`src/rtl/pattern_pkg.sv`:
```
// Shared types and constants for the serial pattern link (transmitter side).
package pattern_pkg;

  // Default pattern width, common to the transmitter and the pattern detector.
  localparam int PATT_W = 5;

  // Transmitter FSM states.
  typedef enum logic [1:0] {
    IDLE = 2'd0,
    SEND = 2'd1,
    GAP  = 2'd2
  } tx_state_t;

endpackage

```
`src/rtl/pattern_tx.sv`:
```
// Serial pattern transmitter: accepts a WIDTH-bit pattern on load&&ready,
// shifts it out MSB-first with serial_valid, optionally repeating it with
// GAP_CYCLES idle cycles between repetitions, and pulses done afterwards.
//
// Handshake: a transfer starts on a rising edge where load=1 and ready=1;
// patternIn and repeat_n are sampled on that edge only. load while ready=0
// is dropped (no queuing). ready rises together with done, so a load held
// on the done cycle is accepted and its first bit follows immediately.
module pattern_tx
  import pattern_pkg::*;
#(
  parameter int WIDTH      = PATT_W,
  parameter int RPT_W      = 4,
  parameter int GAP_CYCLES = 0
) (
  input  logic             clk,
  input  logic             reset_n,
  input  logic             load,
  input  logic [WIDTH-1:0] patternIn,
  input  logic [RPT_W-1:0] repeat_n,
  output logic             ready,
  output logic             serial_out,
  output logic             serial_valid,
  output logic             done,
  output tx_state_t        o_dbg_state
);

  localparam int              BC_W     = $clog2(WIDTH);
  localparam logic [BC_W-1:0] BC_TOP   = BC_W'(WIDTH - 1);
  localparam int              GAP_W    = (GAP_CYCLES > 2) ? $clog2(GAP_CYCLES) : 1;
  localparam bit              HAS_GAP  = (GAP_CYCLES > 0);
  localparam logic [GAP_W-1:0] GAP_LOAD = HAS_GAP ? GAP_W'(GAP_CYCLES - 1) : '0;

  tx_state_t        r_state, w_state_nxt;
  logic [WIDTH-1:0] r_shift, w_shift_nxt;   // bits still to be presented, MSB next
  logic [WIDTH-1:0] r_pat, w_pat_nxt;       // saved copy for repetitions
  logic [BC_W-1:0]  r_bit_cnt, w_bit_cnt_nxt; // index of the bit on serial_out
  logic [RPT_W-1:0] r_rpt_cnt, w_rpt_cnt_nxt; // repetitions still owed
  logic [GAP_W-1:0] r_gap_cnt, w_gap_cnt_nxt;
  logic             r_ready, r_serial_out, r_serial_valid, r_done;
  logic             w_ready_nxt, w_serial_out_nxt, w_serial_valid_nxt, w_done_nxt;

  logic w_accept, w_last_bit, w_gap_done, w_rpt_zero;

  assign w_accept   = load && r_ready;
  assign w_last_bit = (r_bit_cnt == '0);
  assign w_gap_done = (r_gap_cnt == '0);
  assign w_rpt_zero = (r_rpt_cnt == '0);

  // State register; reset aborts any transfer without a done pulse.
  always_ff @(posedge clk) begin
    if (!reset_n) r_state <= IDLE;
    else          r_state <= w_state_nxt;
  end

  // Next-state logic.
  always_comb begin
    w_state_nxt = r_state;
    case (r_state)
      IDLE: if (w_accept) w_state_nxt = SEND;
      SEND: begin
        if (w_last_bit) begin
          if (w_rpt_zero)   w_state_nxt = IDLE;
          else if (HAS_GAP) w_state_nxt = GAP;
          else              w_state_nxt = SEND;
        end
      end
      GAP:  if (w_gap_done) w_state_nxt = SEND;
      default: w_state_nxt = IDLE;
    endcase
  end

  // Next values of the datapath and of the registered outputs.
  always_comb begin
    w_shift_nxt        = r_shift;
    w_pat_nxt          = r_pat;
    w_bit_cnt_nxt      = r_bit_cnt;
    w_rpt_cnt_nxt      = r_rpt_cnt;
    w_gap_cnt_nxt      = r_gap_cnt;
    w_serial_out_nxt   = 1'b0;
    w_serial_valid_nxt = 1'b0;
    w_done_nxt         = 1'b0;
    w_ready_nxt        = (w_state_nxt == IDLE);
    case (r_state)
      IDLE: begin
        if (w_accept) begin
          w_pat_nxt          = patternIn;
          w_shift_nxt        = {patternIn[WIDTH-2:0], 1'b0};
          w_rpt_cnt_nxt      = repeat_n;
          w_bit_cnt_nxt      = BC_TOP;
          w_serial_out_nxt   = patternIn[WIDTH-1];
          w_serial_valid_nxt = 1'b1;
        end
      end
      SEND: begin
        if (!w_last_bit) begin
          w_serial_out_nxt   = r_shift[WIDTH-1];
          w_serial_valid_nxt = 1'b1;
          w_shift_nxt        = {r_shift[WIDTH-2:0], 1'b0};
          w_bit_cnt_nxt      = r_bit_cnt - 1'b1;
        end else if (w_rpt_zero) begin
          w_done_nxt = 1'b1;
        end else if (HAS_GAP) begin
          w_gap_cnt_nxt = GAP_LOAD;
        end else begin
          // Back-to-back repetition: next pattern's MSB follows immediately.
          w_serial_out_nxt   = r_pat[WIDTH-1];
          w_serial_valid_nxt = 1'b1;
          w_shift_nxt        = {r_pat[WIDTH-2:0], 1'b0};
          w_bit_cnt_nxt      = BC_TOP;
          w_rpt_cnt_nxt      = r_rpt_cnt - 1'b1;
        end
      end
      GAP: begin
        if (w_gap_done) begin
          w_serial_out_nxt   = r_pat[WIDTH-1];
          w_serial_valid_nxt = 1'b1;
          w_shift_nxt        = {r_pat[WIDTH-2:0], 1'b0};
          w_bit_cnt_nxt      = BC_TOP;
          w_rpt_cnt_nxt      = r_rpt_cnt - 1'b1;
        end else begin
          w_gap_cnt_nxt = r_gap_cnt - 1'b1;
        end
      end
      default: ;
    endcase
  end

  // Datapath and output registers.
  always_ff @(posedge clk) begin
    if (!reset_n) begin
      r_shift        <= '0;
      r_pat          <= '0;
      r_bit_cnt      <= '0;
      r_rpt_cnt      <= '0;
      r_gap_cnt      <= '0;
      r_ready        <= 1'b1;
      r_serial_out   <= 1'b0;
      r_serial_valid <= 1'b0;
      r_done         <= 1'b0;
    end else begin
      r_shift        <= w_shift_nxt;
      r_pat          <= w_pat_nxt;
      r_bit_cnt      <= w_bit_cnt_nxt;
      r_rpt_cnt      <= w_rpt_cnt_nxt;
      r_gap_cnt      <= w_gap_cnt_nxt;
      r_ready        <= w_ready_nxt;
      r_serial_out   <= w_serial_out_nxt;
      r_serial_valid <= w_serial_valid_nxt;
      r_done         <= w_done_nxt;
    end
  end

  assign ready        = r_ready;
  assign serial_out   = r_serial_out;
  assign serial_valid = r_serial_valid;
  assign done         = r_done;
  assign o_dbg_state  = r_state;

endmodule

```
`config.mk`:
```
export PLATFORM = sky130hd
export DESIGN_NAME = pattern_tx
export DESIGN_NICKNAME = d
export VERILOG_FILES = /design/src/rtl/pattern_pkg.sv /design/src/rtl/pattern_tx.sv
export SDC_FILE = /design/constraint.sdc
export NUM_CORES = 1
export LEC_CHECK = 0
export CORE_AREA = 2 2 57 43
export CTS_CLUSTER_DIAMETER = 60
export DETAILED_ROUTE_END_ITERATION = 16
export DIE_AREA = 0 0 59 45
export GPL_TIMING_DRIVEN = 0
export PLACE_DENSITY = 0.78
export RECOVER_POWER = 50
export REMOVE_ABC_BUFFERS = 1
export SYNTH_ARGS = -nofsm -noshare
export SYNTH_HDL_FRONTEND = slang
export SYNTH_SLANG_ARGS = --single-unit
```
`constraint.sdc`:
```
create_clock -name clk -period 5 [get_ports clk]
set_clock_uncertainty 0.05 [all_clocks]
set_input_delay 1.25 -clock clk [delete_from_list [all_inputs] [get_ports clk]]
set_output_delay 1.25 -clock clk [all_outputs]
set_load 0.03 [all_outputs]
```
# Word-level counts from Yosys, hierarchy flattened

Cells that the tools add are included.

Flip-flop bits (word level): 24
Bits of input ports: 12
Output and inout port bits: 6

Add/subtract/negate cells: 3
Eq/ne operators: 7
Muxes and demuxes: 32
Reduce and logical (&&, ||, !) cells: 10

Operators with widths:

| operator                                                           | number |
|---|---|
| 5-bit two-way mux                                                  | 4 |
| 4-bit two-way mux                                                  | 4 |
| 5-bit one-hot mux with 3 select lines                              | 1 |
| 3-bit two-way mux                                                  | 4 |
| 4-bit one-hot mux with 3 select lines                              | 1 |
| 1-bit two-way mux                                                  | 11 |
| 3-bit one-hot mux with 3 select lines                              | 1 |
| 2-bit inequality test, second input constant                       | 4 |
| 2-bit two-way mux                                                  | 3 |
| 1-bit one-hot mux with 3 select lines                              | 2 |
| 2-bit one-hot mux with 3 select lines                              | 1 |
| 5-bit AND reduction                                                | 1 |
| 2-bit logical NOT                                                  | 2 |
| 4-bit logical NOT                                                  | 1 |
| 4-bit AND reduction                                                | 1 |
| 4-bit by 1-bit subtractor with 4-bit output, second input constant | 1 |
| 3-bit logical NOT                                                  | 1 |
| 3-bit inequality test, second input constant                       | 1 |
| 3-bit AND reduction                                                | 1 |
| 3-bit nonzero test                                                 | 1 |
| 3-bit by 1-bit subtractor with 3-bit output, second input constant | 1 |
| 2-bit by 1-bit == test with 1-bit output, second input constant    | 1 |
| 2-bit == test, second input constant                               | 1 |
| 2-bit AND reduction                                                | 1 |
| 2 further kinds                                                    | 2 |

# Logic depth before layout (Yosys ltp)

Gate-level depths: netlist (run 1).

Depth after elaboration: 5
Gate-level depth with buffers: 8

# Worst setup path before layout (run 1)

No wires, ideal clock.

Path kind: input-to-reg
Start: in load
End: reg r_bit_cnt[2]
Setup time: 0.131 ns
Arrival time: 2.063 ns
Data required time: 4.819 ns
Slack: 2.756 ns
Cell stages on the path: 5
Path through: a21boi_1 -> a311oi_2 -> buf_2 -> a21oi_1 -> nor3b_1

Cells in the longest elaborated chain, start to end: 3

RTL lines:

| element                                | line              | RTL |
|---|---|---|
| from (decl)                            | pattern_tx.sv:18  | `input logic load,` |
| 1-bit logical AND                      | pattern_tx.sv:45  | `assign w_accept = load && r_ready;` |
| 2-bit inequality test (no source line) | -                 |  |
| 4-bit AND reduction (no source line)   | -                 |  |
| to (signal assigned)                   | pattern_tx.sv:144 | `r_bit_cnt <= w_bit_cnt_nxt;` |
| to (decl)                              | pattern_tx.sv:37  | `logic [BC_W-1:0] r_bit_cnt, w_bit_cnt_nxt;` |

Every way passes these cells.
A chain may end at the register's enable or synchronous reset.

# Worst setup path in the final report (run 1)

Start: in load
End: reg r_rpt_cnt[0]

Cells in the longest elaborated chain, start to end: 3

RTL lines:

| element                                | line              | RTL |
|---|---|---|
| 1-bit logical AND                      | pattern_tx.sv:45  |  |
| 2-bit inequality test (no source line) | -                 |  |
| 5-bit AND reduction (no source line)   | -                 |  |
| to (signal assigned)                   | pattern_tx.sv:145 | `r_rpt_cnt <= w_rpt_cnt_nxt;` |
| to (decl)                              | pattern_tx.sv:38  | `logic [RPT_W-1:0] r_rpt_cnt, w_rpt_cnt_nxt;` |

Every way passes these cells.

==> impl_metrics.sql, run 1 <==
INSERT INTO impl_metrics (metric_group, metric, value, unit) VALUES
('critical_path', 'endpoint_class_of_the_critical_path', 'flop', ''),
('synth', 'async_reset_ff_share', '0', '%'),
('floorplanning', 'fp.dieArea', '2660', 'um^2'),
('cts', 'clock_tree.htree_level_count', '1', ''),
('power', 'vdd_ir_drop_max', '224', 'uV'),
('critical_path', 'regToRegSetupSlack', '2.07', 'ns'),
('sta', 'timing.final.max_slew_violations', '7', ''),
('sta', 'slew_limit_headroom', '-9.06', '%'),
('critical_path', 'arrival', '3.58', 'ns'),
('critical_path', 'setup.worst_path.start_class', 'primary input', ''),
('critical_path', 'critical_path.max_stage_delay', '1.32', 'ns'),
('layout', 'areaGrowthSynthToFinish', '18.6', '%'),
('critical_path', 'crit_path_top_delay_cell', 'a2111oi_0', ''),
('global_route', 'groute.layer.met1.usage', '26.9', '%'),
('global_route', 'track_usage', '20.3', '%'),
('synth', 'yosys.cell_count.top_type', 'dfxtp_1', ''),
('min_path', 'worst_hold_path_type', 'reg2reg', ''),
('cts', 'cts_buffers', '3', ''),
('cts', 'number_of_sinks_driven_by_the_clock_tree', '22', ''),
('floorplanning', 'core_area', '2070', 'um^2'),
('cts', 'cts_resized', '0', ''),
('synth', 'yosysSeqAreaShare', '39.7', '%'),
('layout', 'diodes', '0', ''),
('global_route', 'overflow', '0', ''),
('critical_path', 'cp_top_family', 'compound AO/OA/AOI/OAI gates', ''),
('run_status', 'failing_checks', 'capacitance limit, slew limit', ''),
('layout', 'final_net_count', '155', ''),
('cts', 'post_cts_hold_buffer_count', '0', ''),
('floorplanning', 'initial_core_util', '53.7', '%'),
('route', 'drt_drc_violations_left', '0', ''),
('route', 'wirelength', '2.33', 'mm'),
('floorplanning', 'die_x', '59', 'um'),
('route', 'vias_per_cell', '5.90', ''),
('synth', 'post-synth-top-area-fraction', '39.7', '%'),
('global_route', 'grt.met3_usage', '5.16', '%'),
('sta', 'timing.fmax', '292', 'MHz'),
('cts', 'clockBufferDepth', '2', ''),
('cts', 'cts.repair_timing.setup_buffer_count', '0', ''),
('cts', 'clock-root-buffer', 'clkbuf_4', ''),
('critical_path', 'path_class', 'in2reg', ''),
('floorplanning', 'number_of_core_rows', '14', ''),
('placement', 'place.gp.congestion', '0.834', ''),
('layout', 'final_core_utilization', '63.7', '%'),
('cts', 'clk-insertion-delay-late', '0.31', 'ns'),
('global_route', 'antenna_found_initial', '0', ''),
('route', 'dr.first_iter.drc_count', '48', ''),
('sta', 'fin_crit_sh', '68.5', '%'),
('sta', 'worst_slew_pin_slew', '1.59', 'ns'),
('route', 'dr.pass1.iters', '4', ''),
('critical_path', 'critical_path_required', '5.16', 'ns'),
('floorplanning', 'die-height', '45', 'um'),
('critical_path', 'crit_path_cell_trace', 'clkdlybuf4s50_1 -> a21boi_1 -> a2111oi_0 -> a21boi_2 -> o31ai_1', ''),
('synth', 'synth_edf_count', '0', ''),
('run_status', 'outcome', 'finished with violations', ''),
('placement', 'placement.io_buffers', '17', ''),
('sta', 'rsz_0062_raised_after_global_routing', 'false', ''),
('cts', 'clk_transition_reported_paths', '0.13', 'ns'),
('synth', 'syn-cell-area', '1110', 'um^2'),
('placement', 'hpwl_detailed', '1.72', 'mm'),
('synth', 'cells_taking_the_most_area_after_synthesis', 'dfxtp_1, ha_1, a21oi_1, mux2i_1, nand2_1', ''),
('sta', 'finalSetupViolCount', '0', ''),
('sta', 'fin_setup_tns', '0', 'ns'),
('global_route', 'global_route.usage.met2', '33.3', '%'),
('synth', 'postSynth.topFlopCell', 'dfxtp_1', ''),
('synth', 'seq_cells_post_synth', '22', ''),
('power', 'cellPowerDensity', '546', 'nW/um^2'),
('sta', 'period_minus_ws_final', '3.43', 'ns'),
('synth', 'postSynthCellCount', '122', ''),
('run', 'maxCapViolCount', '1', ''),
('synth', 'synth_cell_type_count', '38', ''),
('synth', 'yosysTopAreaCell', 'dfxtp_1', '');
[metal layers]
metal | up-vias | part of all wire [%]
met1 | 440 | 48
met2 | 31 | 46
li1 | 477 | -
met4 | 0 | 0.56
met3 | 2 | 5.3
met5 | - | 0
[final timing paths]
kind,from,end,depth (start not counted)
worst min-delay path,r_shift[4],r_shift[4],2
worst min register to register,r_shift[4],r_shift[4],2
worst max-delay path,load,r_rpt_cnt[0],5
worst max register to register,o_dbg_state[1],r_rpt_cnt[0],6
[cells in the final DEF, fill, tap and decap left out, drive strengths merged, types with 2 or more instances in the layout]
cell type	instances
nand3b	3
dfxtp	22
a221oi	3
ha	5
o22ai	4
mux2i	4
nor3	6
o211ai	3
o21ai	6
a31oi	3
a21boi	3
nand2b	3
nand3	2
clkbuf	3
clkdlybuf4s50	16
nor2	10
nor3b	2
nand2	10
a21oi	8
inv	6
[kinds of logic after synthesis]
group,synth area share [%]
compound gates,27.4
xor+xnor,0.789
fa+ha+maj,5.64
buf+inv,4.51
flops,39.7
mux,3.61
simple gates,18.4
[through the flow]
step	hold slack, ns	total power [mW]	setup WS [ns]	instance area [um^2]	cells
floorplan	0.397	0.511	2.61	1080	116
finish	0.431	0.719	1.57	1320	161
global placement	0.410	0.585	1.92	1280	157
detailed placement	0.412	0.596	1.89	1280	157
CTS	0.432	0.731	2.23	1340	161
global route	0.459	0.770	1.33	1320	161
[flip-flops by register name, summed over array words and instances, names as in the netlist]
| name | count |
|---|---|
| o_dbg_state | 2 |
| r_pat | 5 |
| r_shift | 4 |
| ready | 1 |
| done | 1 |
| r_rpt_cnt | 4 |
| serial_valid | 1 |
| r_bit_cnt | 3 |
| serial_out | 1 |
[worst reg2reg max path: stages, from the launching register on]
cell and delay, ns:
dfxtp_1 0.41, inv_1 0.09, ha_1 0.34, o31a_4 0.22, a2111oi_0 1.33, a21boi_2 0.32, o31ai_1 0.07
[area by class of cell]
| cell class | instances | area, um^2 |
|---|---|---|
| fill | 179 | 751 |
| multi-input combinational | 88 | 601 |
| sequential | 22 | 440 |
| timing repair buffer | 17 | 170 |
| clock inverter | 1 | 30.0 |
| tap | 24 | 30.0 |
| clock buffer | 3 | 22.5 |
| inverter | 6 | 22.5 |
[where the power goes]
part / leakage, nW / internal (mW) / switching [mW]
sequential: 0.181 / 0.222 / 0.0374
clock: 0.0279 / 0.0811 / 0.0573
combinational: 0.278 / 0.140 / 0.181
Power figures use the tool's default switching activity.
==> inputs of run 2 (changes only) <==
- CORE_AREA: 2 2 57 43 -> 2 2 62 47
- DIE_AREA: 0 0 59 45 -> 0 0 64 49
- PLACE_DENSITY: 0.78 -> 0.69
- clock period: 5 -> 3.1 ns (I/O delays scaled with it)
==> run 2 against run 1 <==
Net effect: the run now ends clean; count of clock-buffer cells in the layout grew 1; die area up 18%; register-to-register slack got worse by 1.5 ns; flip-flop and latch count unchanged; combinational power up 60%; cell area stayed put; clock power rose by 14%; total power up 51%; final cell count increased by 7.5%; critical path depth is the same; first-iteration DRC count increased by 52%; largest cell class unchanged.
==> impl_metrics.sql, run 2 (synthesized netlist as in run 1, its figures left out) <==
INSERT INTO impl_metrics (metric_group, metric, value, unit) VALUES
('run_status', 'outcome', 'finished clean', ''),
('route', 'vias_per_cell', '5.40', ''),
('critical_path', 'path_class', 'in2reg', ''),
('route', 'drt_drc_violations_left', '0', ''),
('layout', 'layout_commonest_cell', 'dfxtp_1', ''),
('route', 'dr_vias', '934', ''),
('critical_path', 'arrival', '2.75', 'ns'),
('floorplanning', 'number_of_core_rows', '16', ''),
('power', 'power.share.switching', '39.6', '%'),
('global_route', 'track_usage', '15.2', '%'),
('sta', 'slew_limit_headroom', '23.2', '%'),
('layout', 'layout_cell_share_with_drive_strength_beyond_1', '6.57', '%'),
('power', 'design_power_total', '1.09', 'mW'),
('route', 'dr.first_iter.drc_count', '73', ''),
('placement', 'pre_cts_ws', '0.449', 'ns'),
('min_path', 'worst_hold_path_type', 'reg2reg', ''),
('layout', 'biggest_regs', 'r_pat (5), r_rpt_cnt (4), r_shift (4)', ''),
('critical_path', 'critical_path_buf_inv_count', '1', ''),
('cts', 'cts_tree', 'yes', ''),
('route', 'wirelength', '2.20', 'mm'),
('global_route', 'overflow', '0', ''),
('global_route', 'grt_first_pass_wirelength', '3.80', 'mm'),
('critical_path', 'regToRegSetupSlack', '0.56', 'ns'),
('cts', 'post_cts_hold_buffer_count', '0', ''),
('critical_path', 'crit_path_cell_trace', 'clkdlybuf4s50_1 -> a21boi_1 -> a2111oi_1 -> a21boi_2 -> o31ai_1', ''),
('cts', 'clk_transition_reported_paths', '0.12', 'ns'),
('critical_path', 'setup.worst_path.start_class', 'primary input', ''),
('sta', 'timing.final.max_slew_violations', '0', ''),
('cts', 'cts.repair_timing.setup_buffer_count', '0', ''),
('placement', 'placement.io_buffers', '17', ''),
('floorplanning', 'boundary_pin_count', '18', ''),
('min_path', 'min_to', 'r_shift[4]', ''),
('layout', 'areaGrowthSynthToFinish', '18.6', '%'),
('floorplanning', 'fp.dieArea', '3140', 'um^2'),
('cts', 'clock-root-buffer', 'clkbuf_4', ''),
('sta', 'final-hold-violation-count', '0', ''),
('sta', 'fin_setup_tns', '0', 'ns'),
('critical_path', 'critical_path.max_stage_delay', '1.00', 'ns'),
('sta', 'final_critical_path_setup_slack', '0.490', 'ns'),
('global_route', 'grt_max_degree', '15', ''),
('critical_path', 'critical_path_required', '3.24', 'ns'),
('power', 'power.internal', '655', 'uW'),
('floorplanning', 'core_area', '2580', 'um^2'),
('sta', 'period_minus_ws_final', '2.61', 'ns'),
('cts', 'cts_buffers', '3', ''),
('layout', 'mostFrequentLayoutCells', 'dfxtp_1, clkdlybuf4s50_1, nor2_1, nand2_1, a21oi_1', ''),
('route', 'route.antenna.remaining_nets', '0', ''),
('layout', 'diodes', '0', ''),
('cts', 'clock_tree.htree_level_count', '1', ''),
('min_path', 'hold_path_depth', '2', ''),
('sta', 'rsz_0062_raised_after_global_routing', 'false', ''),
('layout', 'layout.filler_cells', '251', ''),
('layout', 'final_net_count', '155', ''),
('critical_path', 'r2r_cells', '6', ''),
('layout', 'final-instance-count-excl-fill', '173', ''),
('floorplanning', 'die_x', '64', 'um'),
('placement', 'place.gp.congestion', '0.807', ''),
('power', 'vdd_ir_drop_max', '385', 'uV'),
('sta', 'timing.fmax', '383', 'MHz'),
('floorplanning', 'initial_core_util', '43.0', '%'),
('power', 'power.combinational.fraction', '47.2', '%'),
('run', 'maxCapViolCount', '0', ''),
('floorplanning', 'die-height', '49', 'um'),
('min_path', 'worstHoldStart', 'r_shift[4]', ''),
('placement', 'numPlacedInstances', '169', ''),
('power', 'leakagePower', '0.480', 'nW'),
('route', 'post_drt_wl_per_cell', '12.7', 'um'),
('cts', 'number_of_sinks_driven_by_the_clock_tree', '22', ''),
('placement', 'hpwl_detailed', '1.64', 'mm'),
('power', 'cellPowerDensity', '824', 'nW/um^2'),
('sta', 'fin_hold_ws', '0.432', 'ns'),
('cts', 'cts_resized', '0', ''),
('power', 'proportion_of_power_drawn_by_flip_flops_and_latches', '38.2', '%'),
('critical_path', 'regToRegStartpoint', 'o_dbg_state[1]', ''),
('power', 'power.net_switching', '430', 'uW'),
('global_route', 'first_global_vias', '864', ''),
('sta', 'fin_crit_sh', '84.2', '%'),
('cts', 'clockBufferDepth', '2', ''),
('critical_path', 'endpoint_class_of_the_critical_path', 'flop', ''),
('sta', 'finalSetupViolCount', '0', ''),
('critical_path', 'critical_path_peak_fanout', '6', ''),
('critical_path', 'rr_endpoint', 'r_rpt_cnt[0]', ''),
('critical_path', 'cp_top_family', 'compound AO/OA/AOI/OAI gates', ''),
('layout', 'largest_register', 'r_pat', ''),
('layout', 'largest_register_ffs', '5', ''),
('power', 'pwr-share-clk', '14.6', '%'),
('critical_path', 'crit_path_top_delay_cell', 'a2111oi_1', ''),
('route', 'dr.pass1.iters', '4', ''),
('sta', 'worst_slew_pin_slew', '1.15', 'ns'),
('global_route', 'antenna_found_initial', '0', ''),
('cts', 'clk-insertion-delay-late', '0.31', 'ns');
-- run 2: changes by cell type in the layout (fill, tap and decap cells not counted), sizes merged --
cell	delta
bufinv	-1
clkbuf	+1
-- run 2: how the worst max path moves through the flow --
stage	from	end	slack, ns	cells after the start
floorplan	o_dbg_state[0]	r_bit_cnt[1]	0.97	5
global placement	load	r_bit_cnt[1]	0.47	5
detailed placement	load	r_bit_cnt[1]	0.45	5
CTS	load	r_bit_cnt[1]	0.79	5
global route	o_dbg_state[1]	r_rpt_cnt[0]	0.42	6
finish	load	r_rpt_cnt[0]	0.49	5
-- run 2: routing by layer --
metal	vias up	global-route usage (%)	share of wire [%]
li1	477	-	-
met1	433	20.7	50
met2	22	23.3	44
met3	2	5.08	5.3
met4	0	3.26	0.59
met5	-	0	0
-- run 2: area by class of cell --
type	count	area (um^2)	share of cell area (%)
Multi-Input combinational cell	88	602	45.7
Sequential cell	22	440	33.5
Timing Repair Buffer	17	170	12.9
Tap cell	36	45.0	3.42
Clock buffer	4	36.3	2.76
Inverter	6	22.5	1.71
-- run 2: stage by stage --
step / cell area [um^2] / util [%]
2_1_floorplan: 1080 / -
3_3_place_gp: 1300 / 50.2
3_5_place_dp: 1300 / 50.2
4_1_cts: 1330 / 51.6
5_1_grt: 1320 / 51.0
6_report: 1320 / 51.0
-- run 2: worst reg2reg max path, cell delays in order (launching register included) --
cell       delay [ns]
dfxtp_1          0.39
inv_1            0.09
ha_1             0.32
o31a_4           0.21
a2111oi_1        1.02
a21boi_2         0.29
o31ai_1          0.06
-- run 2: power by group through the flow --
stage	clock [mW]	sequential (mW)	combinational (mW)
2_1_floorplan	0	0.443	0.381
3_3_place_gp	0	0.418	0.526
3_5_place_dp	0	0.422	0.534
4_1_cts	0.164	0.415	0.535
5_1_grt	0.177	0.425	0.568
6_report	0.158	0.415	0.512
==> inputs of run 3 (changes only) <==
- clock period: 3.1 -> 2.2 ns (I/O delays scaled with it)
==> run 3 against run 2 <==
Net effect: sequential share of layout area decreased by 0.78 points; largest power group unchanged; cell area increased by 2.4%; via count increased by 0.75%; combinational power increased by 52%; die area unchanged; clock power increased by 40%; non-clock buffer count unchanged; final cell count unchanged.
==> impl_metrics.sql, run 3 (synthesized netlist as in run 1, its figures left out) <==
INSERT INTO impl_metrics (metric_group, metric, value, unit) VALUES
('global_route', 'first_global_vias', '863', ''),
('critical_path', 'path_class', 'reg2out', ''),
('layout', 'layout_cell_share_with_drive_strength_beyond_1', '8.03', '%'),
('cts', 'cts_tree', 'yes', ''),
('power', 'proportion_of_power_drawn_by_flip_flops_and_latches', '37.0', '%'),
('sta', 'slew_limit_headroom', '50.0', '%'),
('placement', 'place.gp.congestion', '0.807', ''),
('sta', 'finalSetupViolCount', '0', ''),
('route', 'dr.first_iter.drc_count', '66', ''),
('global_route', 'grt_max_degree', '15', ''),
('placement', 'hpwl_detailed', '1.64', 'mm'),
('power', 'power.net_switching', '635', 'uW'),
('global_route', 'track_usage', '15.2', '%'),
('route', 'vias_per_cell', '5.44', ''),
('layout', 'post-route-cell-area', '1350', 'um^2'),
('critical_path', 'setup.worst_path.start_class', 'flop', ''),
('route', 'route.antenna.remaining_nets', '0', ''),
('cts', 'clk-insertion-delay-late', '0.30', 'ns'),
('layout', 'largest_register', 'r_pat', ''),
('power', 'power.internal', '946', 'uW'),
('critical_path', 'arrival', '1.43', 'ns'),
('sta', 'fin_hold_ws', '0.433', 'ns'),
('cts', 'cts_buffers', '3', ''),
('power', 'leakagePower', '0.490', 'nW'),
('floorplanning', 'initial_core_util', '43.0', '%'),
('cts', 'clock-root-buffer', 'clkbuf_4', ''),
('layout', 'layout_commonest_cell', 'dfxtp_1', ''),
('route', 'wirelength', '2.19', 'mm'),
('critical_path', 'critical_path.max_stage_delay', '0.70', 'ns'),
('placement', 'dpl-instance-area', '1300', 'um^2'),
('route', 'dr_vias', '941', ''),
('critical_path', 'cp_top_family', 'buffers and inverters', ''),
('route', 'dr.pass1.iters', '4', ''),
('placement', 'pre_cts_ws', '-0.226', 'ns'),
('critical_path', 'critical_path.endpoint', 'o_dbg_state[0]', ''),
('floorplanning', 'die_x', '64', 'um'),
('global_route', 'overflow', '0', ''),
('sta', 'rsz_0062_raised_after_global_routing', 'false', ''),
('sta', 'worst_slew_pin_slew', '0.744', 'ns'),
('critical_path', 'crit_path_top_delay_cell', 'clkdlybuf4s50_1', ''),
('layout', 'areaGrowthSynthToFinish', '21.4', '%'),
('sta', 'period_minus_ws_final', '2.03', 'ns'),
('power', 'pwr-share-clk', '14.0', '%'),
('sta', 'final_critical_path_setup_slack', '0.173', 'ns'),
('power', 'cellPowerDensity', '1170', 'nW/um^2'),
('sta', 'fin_crit_sh', '92.1', '%'),
('critical_path', 'cp-startpoint', 'o_dbg_state[0]', ''),
('floorplanning', 'fp.dieArea', '3140', 'um^2'),
('global_route', 'grt_first_pass_wirelength', '3.80', 'mm'),
('layout', 'final_net_count', '155', ''),
('cts', 'clockBufferDepth', '2', ''),
('global_route', 'antenna_found_initial', '0', ''),
('cts', 'number_of_sinks_driven_by_the_clock_tree', '22', ''),
('power', 'vdd_ir_drop_max', '568', 'uV'),
('floorplanning', 'core_area', '2580', 'um^2'),
('cts', 'clk_transition_reported_paths', '0.12', 'ns'),
('run', 'maxCapViolCount', '0', ''),
('critical_path', 'critical_path_buf_inv_count', '1', ''),
('critical_path', 'critical_path_required', '1.60', 'ns'),
('critical_path', 'endpoint_class_of_the_critical_path', 'output pin', ''),
('layout', 'mostFrequentLayoutCells', 'dfxtp_1, clkdlybuf4s50_1, nor2_1, nand2_1, a21oi_1', ''),
('cts', 'cts.repair_timing.setup_buffer_count', '0', ''),
('sta', 'timing.final.max_slew_violations', '0', ''),
('floorplanning', 'number_of_core_rows', '16', ''),
('placement', 'placement.io_buffers', '17', ''),
('route', 'drt_drc_violations_left', '0', ''),
('critical_path', 'r2r_cells', '6', ''),
('power', 'power.combinational.fraction', '49.1', '%'),
('critical_path', 'critical_path_cell_count', '1', ''),
('floorplanning', 'boundary_pin_count', '18', ''),
('critical_path', 'rr_endpoint', 'r_bit_cnt[1]', ''),
('sta', 'final-hold-violation-count', '0', ''),
('critical_path', 'crit_path_cell_trace', 'clkdlybuf4s50_1', ''),
('layout', 'biggest_regs', 'r_pat (5), r_rpt_cnt (4), r_shift (4)', ''),
('run_status', 'outcome', 'finished clean', ''),
('power', 'power.share.switching', '40.2', '%'),
('floorplanning', 'die-height', '49', 'um'),
('min_path', 'worst_hold_path_type', 'reg2reg', ''),
('layout', 'diodes', '0', ''),
('cts', 'clock_tree.htree_level_count', '1', ''),
('layout', 'largest_register_ffs', '5', ''),
('critical_path', 'regToRegStartpoint', 'o_dbg_state[0]', ''),
('sta', 'timing.fmax', '493', 'MHz'),
('critical_path', 'critical_path_peak_fanout', '5', ''),
('critical_path', 'regToRegSetupSlack', '0.19', 'ns'),
('route', 'post_drt_wl_per_cell', '12.7', 'um');
run 3: how the worst min path moves through the flow:
stage,start,end,slack (ns),depth (start not counted)
final,r_shift[4],r_shift[4],0.43,2
after global placement,r_shift[4],r_shift[4],0.41,2
after detailed placement,r_shift[4],r_shift[4],0.42,2
after global routing,r_shift[4],r_shift[4],0.46,2
after CTS,r_shift[2],r_shift[2],0.43,2
after floorplan,r_pat[4],r_pat[4],0.40,2
run 3: power groups by stage:
stage	Combinational [mW]	Clock [mW]	Sequential, mW
CTS	0.778	0.232	0.584
global route	0.856	0.250	0.599
global placement	0.741	0	0.588
floorplan	0.536	0	0.624
finish	0.776	0.221	0.585
detailed placement	0.753	0	0.594
run 3: worst reg2reg max path, delay by kind of cell, from the launching register on:
family                   cells  cell delay [ns]
flip-flops                   1             0.43
AO/OA/AOI/OAI                4             1.11
buffers and inverters        1             0.08
adder cells (fa/ha/maj)      1             0.24
run 3: stage by stage:
stage,utilization [%],TNS [ns],power [mW],instances
floorplan,-,0,1.16,116
global placement,50.2,-0.969,1.33,169
detailed placement,50.2,-1.21,1.35,169
CTS,52.1,0,1.59,173
global route,52.2,0,1.70,173
finish,52.2,0,1.58,173
run 3: per-layer routing:
metal  global-route usage [%]  up-vias  wire (um)
li1                         -      479          -
met1                     20.4      436       1080
met2                     23.6       22        971
met3                     5.08        4        120
met4                     3.26        0         17
met5                        0        -          0
run 3: timing repair:
item | in CTS | in global routing
endpoints found under the setup margin | 5 | 6
hold endpoints to repair | 0 | 0
gates resized for setup | 1 | 1
hold buffers | 0 | 0
run 3: cell type report:
cell class	count	area [um^2]
Fill cell	247	1230
Tap cell	36	45.0
Inverter	6	22.5
Timing Repair Buffer	17	170
Multi-Input combinational cell	88	633
Clock buffer	4	36.3
Sequential cell	22	440
